File: src/rtl/mips_multicycle_control_if.sv
// Control bundle between the multicycle MIPS main controller (master) and its datapath (slave).
interface mips_multicycle_control_if #(
    parameter int OPC_W = 6
);
    logic [OPC_W-1:0] opcode;
    logic             mem_ready;
    logic             PC_Write;
    logic             Branch;
    logic             Branch_NE;
    logic             IorD;
    logic             Mem_Write;
    logic             IR_Write;
    logic             Reg_Dst;
    logic             Mem_to_Reg;
    logic             Reg_Write;
    logic             ALU_Src_A;
    logic [1:0]       ALU_Src_B;
    logic [1:0]       PC_Src;
    logic [1:0]       ALU_Op;
    logic             instr_done;
    logic             illegal_op;

    modport master (
        input  opcode, mem_ready,
        output PC_Write, Branch, Branch_NE, IorD, Mem_Write, IR_Write, Reg_Dst,
               Mem_to_Reg, Reg_Write, ALU_Src_A, ALU_Src_B, PC_Src, ALU_Op,
               instr_done, illegal_op
    );

    modport slave (
        output opcode, mem_ready,
        input  PC_Write, Branch, Branch_NE, IorD, Mem_Write, IR_Write, Reg_Dst,
               Mem_to_Reg, Reg_Write, ALU_Src_A, ALU_Src_B, PC_Src, ALU_Op,
               instr_done, illegal_op
    );
endinterface

File: src/rtl/mips_multicycle_control.sv
// Main control FSM of the multicycle MIPS datapath (Moore, mem_ready stalls).
// Define MIPS_CTRL_BNE_EN to decode BNE (opcode 000101) through the BRANCH state.
module mips_multicycle_control #(
    parameter int OPC_W = 6,
    parameter int ST_W  = 4
) (
    input  logic                      clk,
    input  logic                      rst,
    mips_multicycle_control_if.master bus
);
    localparam logic [OPC_W-1:0] OP_R    = 6'b000000;
    localparam logic [OPC_W-1:0] OP_LW   = 6'b100011;
    localparam logic [OPC_W-1:0] OP_SW   = 6'b101011;
    localparam logic [OPC_W-1:0] OP_BEQ  = 6'b000100;
    localparam logic [OPC_W-1:0] OP_ADDI = 6'b001000;
    localparam logic [OPC_W-1:0] OP_J    = 6'b000010;
`ifdef MIPS_CTRL_BNE_EN
    localparam logic [OPC_W-1:0] OP_BNE  = 6'b000101;
`endif

    typedef enum logic [ST_W-1:0] {
        S_FETCH   = 4'd0,
        S_DECODE  = 4'd1,
        S_MEMADR  = 4'd2,
        S_MEMRD   = 4'd3,
        S_MEMWB   = 4'd4,
        S_MEMWR   = 4'd5,
        S_EXECUTE = 4'd6,
        S_ALUWB   = 4'd7,
        S_BRANCH  = 4'd8,
        S_ADDIEX  = 4'd9,
        S_ADDIWB  = 4'd10,
        S_JUMP    = 4'd11
    } state_t;

    state_t     state_r;
    state_t     next_s;
    state_t     dec_st_s;
    logic       is_sw_r;
    logic       illegal_op_r;
    logic       illegal_s;
    logic       pc_write_s, branch_s, branch_ne_s, iord_s, mem_write_s, ir_write_s;
    logic       reg_dst_s, mem_to_reg_s, reg_write_s, alu_src_a_s, instr_done_s;
    logic [1:0] alu_src_b_s, pc_src_s, alu_op_s;
`ifdef MIPS_CTRL_BNE_EN
    logic       is_bne_r;
`endif

    // State register plus the opcode attributes that later states need after DECODE.
    always_ff @(posedge clk) begin
        if (rst) begin
            state_r      <= S_FETCH;
            illegal_op_r <= 1'b0;
            is_sw_r      <= 1'b0;
`ifdef MIPS_CTRL_BNE_EN
            is_bne_r     <= 1'b0;
`endif
        end else begin
            state_r      <= next_s;
            illegal_op_r <= illegal_s;
            if (state_r == S_DECODE) begin
                is_sw_r  <= (bus.opcode == OP_SW);
`ifdef MIPS_CTRL_BNE_EN
                is_bne_r <= (bus.opcode == OP_BNE);
`endif
            end
        end
    end

    // Next-state and per-state control decode; reset decodes as FETCH.
    always_comb begin
        next_s       = S_FETCH;
        illegal_s    = 1'b0;
        pc_write_s   = 1'b0;
        branch_s     = 1'b0;
        branch_ne_s  = 1'b0;
        iord_s       = 1'b0;
        mem_write_s  = 1'b0;
        ir_write_s   = 1'b0;
        reg_dst_s    = 1'b0;
        mem_to_reg_s = 1'b0;
        reg_write_s  = 1'b0;
        alu_src_a_s  = 1'b0;
        alu_src_b_s  = 2'b00;
        pc_src_s     = 2'b00;
        alu_op_s     = 2'b00;
        instr_done_s = 1'b0;
        dec_st_s     = rst ? S_FETCH : state_r;

        case (dec_st_s)
            S_FETCH: begin
                alu_src_b_s = 2'b01;
                ir_write_s  = bus.mem_ready;
                pc_write_s  = bus.mem_ready;
                next_s      = bus.mem_ready ? S_DECODE : S_FETCH;
            end
            S_DECODE: begin
                alu_src_b_s = 2'b11;
                case (bus.opcode)
                    OP_LW, OP_SW: next_s = S_MEMADR;
                    OP_R:         next_s = S_EXECUTE;
                    OP_BEQ:       next_s = S_BRANCH;
`ifdef MIPS_CTRL_BNE_EN
                    OP_BNE:       next_s = S_BRANCH;
`endif
                    OP_ADDI:      next_s = S_ADDIEX;
                    OP_J:         next_s = S_JUMP;
                    default: begin
                        next_s    = S_FETCH;
                        illegal_s = 1'b1;
                    end
                endcase
            end
            S_MEMADR: begin
                alu_src_a_s = 1'b1;
                alu_src_b_s = 2'b10;
                next_s      = is_sw_r ? S_MEMWR : S_MEMRD;
            end
            S_MEMRD: begin
                iord_s = 1'b1;
                next_s = bus.mem_ready ? S_MEMWB : S_MEMRD;
            end
            S_MEMWB: begin
                mem_to_reg_s = 1'b1;
                reg_write_s  = 1'b1;
                instr_done_s = 1'b1;
            end
            S_MEMWR: begin
                iord_s       = 1'b1;
                mem_write_s  = 1'b1;
                instr_done_s = bus.mem_ready;
                next_s       = bus.mem_ready ? S_FETCH : S_MEMWR;
            end
            S_EXECUTE: begin
                alu_src_a_s = 1'b1;
                alu_op_s    = 2'b10;
                next_s      = S_ALUWB;
            end
            S_ALUWB: begin
                reg_dst_s    = 1'b1;
                reg_write_s  = 1'b1;
                instr_done_s = 1'b1;
            end
            S_BRANCH: begin
                alu_src_a_s  = 1'b1;
                alu_op_s     = 2'b01;
                pc_src_s     = 2'b01;
                instr_done_s = 1'b1;
`ifdef MIPS_CTRL_BNE_EN
                branch_s     = ~is_bne_r;
                branch_ne_s  = is_bne_r;
`else
                branch_s     = 1'b1;
`endif
            end
            S_ADDIEX: begin
                alu_src_a_s = 1'b1;
                alu_src_b_s = 2'b10;
                next_s      = S_ADDIWB;
            end
            S_ADDIWB: begin
                reg_write_s  = 1'b1;
                instr_done_s = 1'b1;
            end
            S_JUMP: begin
                pc_src_s     = 2'b10;
                pc_write_s   = 1'b1;
                instr_done_s = 1'b1;
            end
            default: next_s = S_FETCH;
        endcase
    end

    assign bus.PC_Write   = pc_write_s & ~rst;
    assign bus.IR_Write   = ir_write_s & ~rst;
    assign bus.Mem_Write  = mem_write_s & ~rst;
    assign bus.Reg_Write  = reg_write_s & ~rst;
    assign bus.Branch     = branch_s;
`ifdef MIPS_CTRL_BNE_EN
    assign bus.Branch_NE  = branch_ne_s;
`else
    assign bus.Branch_NE  = 1'b0 & branch_ne_s;
`endif
    assign bus.IorD       = iord_s;
    assign bus.Reg_Dst    = reg_dst_s;
    assign bus.Mem_to_Reg = mem_to_reg_s;
    assign bus.ALU_Src_A  = alu_src_a_s;
    assign bus.ALU_Src_B  = alu_src_b_s;
    assign bus.PC_Src     = pc_src_s;
    assign bus.ALU_Op     = alu_op_s;
    assign bus.instr_done = instr_done_s;
    assign bus.illegal_op = illegal_op_r;
endmodule
File: src/flat_wrapper.sv
// flat-port wrapper written by rule: the top's interface ports become plain ports
module mips_multicycle_control_flat 
#(
    parameter int OPC_W = 6,
    parameter int ST_W  = 4
)
  (clk, rst, bus_opcode, bus_mem_ready, bus_PC_Write, bus_Branch, bus_Branch_NE, bus_IorD, bus_Mem_Write, bus_IR_Write, bus_Reg_Dst, bus_Mem_to_Reg, bus_Reg_Write, bus_ALU_Src_A, bus_ALU_Src_B, bus_PC_Src, bus_ALU_Op, bus_instr_done, bus_illegal_op);
  mips_multicycle_control_if #(.OPC_W(OPC_W)) bus_i ();
  input  logic clk;
  input  logic rst;
  input wire logic [$bits(bus_i.opcode)-1:0] bus_opcode;
  input wire logic [$bits(bus_i.mem_ready)-1:0] bus_mem_ready;
  output wire logic [$bits(bus_i.PC_Write)-1:0] bus_PC_Write;
  output wire logic [$bits(bus_i.Branch)-1:0] bus_Branch;
  output wire logic [$bits(bus_i.Branch_NE)-1:0] bus_Branch_NE;
  output wire logic [$bits(bus_i.IorD)-1:0] bus_IorD;
  output wire logic [$bits(bus_i.Mem_Write)-1:0] bus_Mem_Write;
  output wire logic [$bits(bus_i.IR_Write)-1:0] bus_IR_Write;
  output wire logic [$bits(bus_i.Reg_Dst)-1:0] bus_Reg_Dst;
  output wire logic [$bits(bus_i.Mem_to_Reg)-1:0] bus_Mem_to_Reg;
  output wire logic [$bits(bus_i.Reg_Write)-1:0] bus_Reg_Write;
  output wire logic [$bits(bus_i.ALU_Src_A)-1:0] bus_ALU_Src_A;
  output wire logic [$bits(bus_i.ALU_Src_B)-1:0] bus_ALU_Src_B;
  output wire logic [$bits(bus_i.PC_Src)-1:0] bus_PC_Src;
  output wire logic [$bits(bus_i.ALU_Op)-1:0] bus_ALU_Op;
  output wire logic [$bits(bus_i.instr_done)-1:0] bus_instr_done;
  output wire logic [$bits(bus_i.illegal_op)-1:0] bus_illegal_op;
  assign bus_i.opcode = bus_opcode;
  assign bus_i.mem_ready = bus_mem_ready;
  assign bus_PC_Write = bus_i.PC_Write;
  assign bus_Branch = bus_i.Branch;
  assign bus_Branch_NE = bus_i.Branch_NE;
  assign bus_IorD = bus_i.IorD;
  assign bus_Mem_Write = bus_i.Mem_Write;
  assign bus_IR_Write = bus_i.IR_Write;
  assign bus_Reg_Dst = bus_i.Reg_Dst;
  assign bus_Mem_to_Reg = bus_i.Mem_to_Reg;
  assign bus_Reg_Write = bus_i.Reg_Write;
  assign bus_ALU_Src_A = bus_i.ALU_Src_A;
  assign bus_ALU_Src_B = bus_i.ALU_Src_B;
  assign bus_PC_Src = bus_i.PC_Src;
  assign bus_ALU_Op = bus_i.ALU_Op;
  assign bus_instr_done = bus_i.instr_done;
  assign bus_illegal_op = bus_i.illegal_op;
  mips_multicycle_control #(.OPC_W(OPC_W), .ST_W(ST_W)) u_core (.clk(clk), .rst(rst), .bus(bus_i));
endmodule
File: config.mk
export PLATFORM = sky130hd
export DESIGN_NAME = mips_multicycle_control_flat
export DESIGN_NICKNAME = d
export VERILOG_FILES = /design/src/rtl/mips_multicycle_control_if.sv /design/src/rtl/mips_multicycle_control.sv /design/src/flat_wrapper.sv
export SDC_FILE = /design/constraint.sdc
export NUM_CORES = 1
export LEC_CHECK = 0
export ABC_AREA = 1
export BUFFER_PORTS_ARGS = -buffer_cell sky130_fd_sc_hd__buf_4
export CAP_MARGIN = 30
export CELL_PAD_IN_SITES_DETAIL_PLACEMENT = 1
export CELL_PAD_IN_SITES_GLOBAL_PLACEMENT = 2
export CORE_ASPECT_RATIO = 1.5
export CORE_MARGIN = 2
export CORE_UTILIZATION = 21
export DETAILED_ROUTE_END_ITERATION = 8
export HOLD_SLACK_MARGIN = 0.02
export PLACE_DENSITY_LB_ADDON = 0.1
export SLEW_MARGIN = 25
export SYNTH_ARGS = -nofsm -noshare
export SYNTH_HDL_FRONTEND = slang
export SYNTH_SLANG_ARGS = --single-unit
File: constraint.sdc
create_clock -name clk -period 2.2 [get_ports clk]
set_clock_uncertainty 0.15 [all_clocks]
set_input_delay 0.66 -clock clk [delete_from_list [all_inputs] [get_ports clk]]
set_output_delay 0.66 -clock clk [all_outputs]
set_load 0.05 [all_outputs]
# Yosys cells after proc, flatten, opt, wreduce, memory -nomap -nowiden
# Cells that the tools add are included.
# op_classes
eq_ne,17
muxes,21
bitwise,6
n_reduce_logical,10
# ops
cell,n
$pmux 4 s7,1
$pmux 4 s5,1
$eq 4x3->1 const B,4
$eq 4x4->1 const B,4
$eq 6x6->1 const B,2
$mux 1,10
$mux 3,3
$eq 4x1->1 const B,2
$eq 4x2->1 const B,2
$pmux 2 s2,2
$reduce_or 2->1,4
$eq 6x2->1 const B,1
$eq 6x3->1 const B,1
$eq 6x4->1 const B,1
$logic_not 6->1,1
$pmux 2 s3,1
$reduce_or 6->1,1
$reduce_or 5->1,1
$and 1x1->1,4
$logic_not 4->1,1
$mux 4,1
$pmux 1 s2,2
$reduce_or 4->1,1
$reduce_or 3->1,1
$not 1->1,2
# word_totals
reg_bits,6
inputBits,9
output_inout_bits,18
word_cells,57

# Logic depth before layout (Yosys ltp)
# logic_depth
ltp_word,5
ltp_mapped,9

# Worst setup path after synthesis
# Ideal clock, no wire load.
# synth_timing
path_type,input to output
from,input port rst
to,output port bus_instr_done
arrival_time_ps,2162
required_ps,1390
slack_ps,-772
cell_stages,5
path_buffers,0
path_cell_list,inv_2 nand3_1 nor2_1 nor2_1 nand3_1
# synth_between
elab_chain_len,4
elab_cells_between_ends,9
cone_classes,eq/ne (6); mux (2); reduce/logical (1)
# synth_rtl
item,line,source
start: declaration,flat_wrapper.sv:10,input logic rst;
$mux 4 *,mips_multicycle_control.sv:88,dec_st_s = rst ? S_FETCH : state_r;
$eq 4x3->1 or $eq 4x4->1 (tied branches),mips_multicycle_control.sv:90,case (dec_st_s)
$reduce_or 5->1 (no line),n/a,
$pmux 1 s2 *,mips_multicycle_control.sv:90,
end: declaration,flat_wrapper.sv:26,output wire logic [$bits(bus_i.instr_done)-1:0] bus_instr_done;
# Every way passes the cells marked *; elsewhere a longest branch is shown, timed or not.

# Final worst setup path
# layout_timing
from,input port rst
to,output port bus_PC_Write
# layout_between
elab_chain_len,4
elab_cells_between_ends,6
cone_classes,eq/ne (1); mux (2); bitwise (2); reduce/logical (1)
# layout_rtl
item,line,source
$mux 4,mips_multicycle_control.sv:88,
$eq 4x4->1 or $logic_not 4->1 (tied branches),mips_multicycle_control.sv:90,
$pmux 1 s2,mips_multicycle_control.sv:90,
$and 1x1->1 *,mips_multicycle_control.sv:174,assign bus.PC_Write = pc_write_s & ~rst;
end: declaration,flat_wrapper.sv:13,output wire logic [$bits(bus_i.PC_Write)-1:0] bus_PC_Write;
# Marks and branches as above.

==> impl_results.md <==
* Failing checks: negative setup slack
* Reg clk slew, reported paths at 0.05 ns
* I/O pins at 27
* Critical Path RT at 1.39 ns
* Startpoint types: primary input
* DR vias at 831
* Diode count at 0
* Setup Crit Path Kind: in -> out
* Count of cell types in the netlist at 15
* Rows at 22
* Syn_area_per_cell at ~5.3 um2
* Die Footprint at slightly above 0.003 mm2
* Register area share after synthesis at 0.219
* GR Layer Usage met1 at 0.136
* Max stage delay on crit path at roughly 0.17 ns
* Placed cell areas at around 950 um2
* Hold WC Path Type: reg -> reg
* CTS buffer count at 3
* Crit Path Max Fanout at 5
* Port bufs at 25
* Drt first pass iters at 3
* Worst r2r dst: u_core.state_r[1]
* Core Util, Final at 0.484
* Post-synthesis instance total at roughly 100
* Synth Area in Compound Gates at 0.0752
* Core Box Area at around 0.0025 mm2
* Setup WS post-layout at -0.0421 ns
* Largest net degree at the start of global routing at 7
* Number of fillers in the final layout at roughly 310
* Setup violators final at 6
* GP Congestion at about 0.9
* Worst Hold End: u_core.state_r[2]
* Initial antenna violation count at 0
* Clk buf depth at 2
* Height of the chip at 66.6 um
* Residual DRC at 0
* Worst VDD drop at 160 uV
* Vias in the first global route at about 900
* Syn Nets at approximately 110
* Main combinational cell family by area after synthesis: simple AND/OR/NAND/NOR gates
* Count of final max-slew check failures at 0
* RSZ-0062 raised after global routing: yes
* Simple-Gate Fraction of Synth Area at 0.549
* Worst path arrival time at ~1.4 ns
* Post-Synth XOR/XNOR Area at 0
* Detailed Place HPWL at between 1.5 and 2 mm
* Hold path start: u_core.is_sw_r
* Crit end category: primary output
* Die Wd at around 46 um
* Reg2reg setup slack at 0.78 ns
* Register bit total from synthesis at 6
* Ratio of cells with drive above 1 in the final layout at 0.581
* Clock root cell: clkbuf_4
* GR Util met3 at 0.0136
* First-pass GRT wire length at ~3.7 mm
* DRT iter0 DRCs at 6
* P&R area growth vs syn at 118%
* CTS Sinks at 6
* Crit-path cells: buf_12 > inv_4 > nand3_4 > buf_6 > o21ai_2 > buf_6
* Status: complete, but fails checks
* LEAKAGE at slightly below 0.0006 uW
* Reg-to-Reg Start: u_core.state_r[2]
* Post-synthesis mux area share at 0
* Final hold viol count at 0
* Max_cap viols at 0
* Starting Density at 0.222
* Grt ovf at 0
* Crit path time final at about 2.2 ns
* Worst skew pair latency at about 0.25 ns
* Via/cell ratio at about 4.8
* Busiest grt layer: met2
* Fin nets at about 160
* Critical-path top delay cell: buf_6
* F_max at 446 MHz
* CTS tree: done
* Final WL at 2.25 mm
* Pwr dens at 279 mW/mm2
* Routed len/inst at roughly 13 um
* Cell Area, Synth at 549 um2
* Tot GR Track Use at 0.172
* Reg2Reg Depth at 7
* H-tree Lvls at 1
* Tcrit/Tclk final at 1.02
* M2 GR Usage at 0.357
* CP most frequent cell: buf_6
* Ys Warns at 0
* Final Instance Area at about 0.0012 mm2
* Hold Path Stages at 2
* Adder-Cell Fraction of Synth Area at 0
* Post-DRT Antenna Nets at 0
## what timing repair did
action / in CTS / in global routing
pin swaps: 5 / 1
endpoints found under the setup margin: 15 / 14
setup buffers: 2 / 1
resized for setup: 39 / 19
hold buffers: 0 / 0
## routing by layer
metal | up-vias | share of wire
met5 | - | 0
met4 | 0 | 0.043
met3 | 10 | 0.029
met2 | 27 | 0.61
met1 | 377 | 0.31
li1 | 417 | -
## final cells by class
type                       count  area, um2  area share
inverter                      16       70.1      0.0584
clock buffer                   3       22.5      0.0188
sequential                     6        125       0.104
timing repair buffer          45        444       0.370
tap                           24       30.0      0.0250
multi-input combinational     78        508       0.423
## report_power, final
group          leakage, uW  switching (uW)  total (uW)  internal (uW)
Sequential       0.0000502            2.67         114            112
Combinational     0.000523            68.9         114           44.8
Clock            0.0000138            44.5         107           62.0
## sequential cells by signal, summed over array words and instances, names as in the netlist
signal	count
u_core.is_sw_r	1
u_core.bus.illegal_op	1
u_core.state_r	4
## synthesized netlist by cell type (all sizes together)
cell type  count  area, um2
a21oi          2       10.0
buf            3       22.5
conb           1       3.75
dfxtp          6        120
inv           16       60.1
nand2         22       87.6
nand3         11       55.1
nand3b         1       7.51
nand4          6       37.5
nor2          29        114
o21ai          5       25.0
o22ai          1       6.26
## worst max-delay path by stage
stage          startpoint               end  slack, ns  depth (start not counted)
6_report              rst      bus_PC_Write      -0.04                          6
4_1_cts               rst  bus_ALU_Src_B[1]      -0.04                          7
3_5_place_dp          rst    bus_instr_done      -0.22                          7
5_1_grt               rst      bus_PC_Write      -0.09                          6
2_1_floorplan         rst    bus_instr_done      -0.19                          5
3_3_place_gp          rst    bus_instr_done      -0.21                          7
## stage by stage
step | power (uW) | std cells | setup slack [ns] | hold WS [ns] | TNS, ns
after global routing | 359 | 172 | -0.0897 | 0.405 | -0.628
final | 335 | 172 | -0.0421 | 0.366 | -0.149
after global placement | 212 | 166 | -0.212 | 0.361 | -1.61
after detailed placement | 212 | 166 | -0.224 | 0.364 | -1.85
after floorplan | 172 | 103 | -0.191 | 0.309 | -0.503
after CTS | 334 | 171 | -0.0388 | 0.374 | -0.225
## layout by cell type, fill, tap and decap left out, drive strengths merged
master	n
buf	45
nor2	29
nand2	22
inv	16
nand3	11
nand4	6
dfxtp	6
o21ai	5
clkbuf	3
a21oi	2
o22ai	1
nand3b	1
conb	1
## critical path, delay by kind of cell
kind	cells	cell delay (ns)
AO/OA/AOI/OAI	1	0.14
AND/OR/NAND/NOR	1	0.13
buffers and inverters	4	0.50
## cell families (layout without fill, tap and decap cells)
family / after synthesis / in the layout
buffers and inverters: 19 / 64
other: 1 / 1
DFF: 6 / 6
AOI/OAI and AO/OA: 8 / 8
and+or+nand+nor: 69 / 69
(Power assumes the default switching activity.)
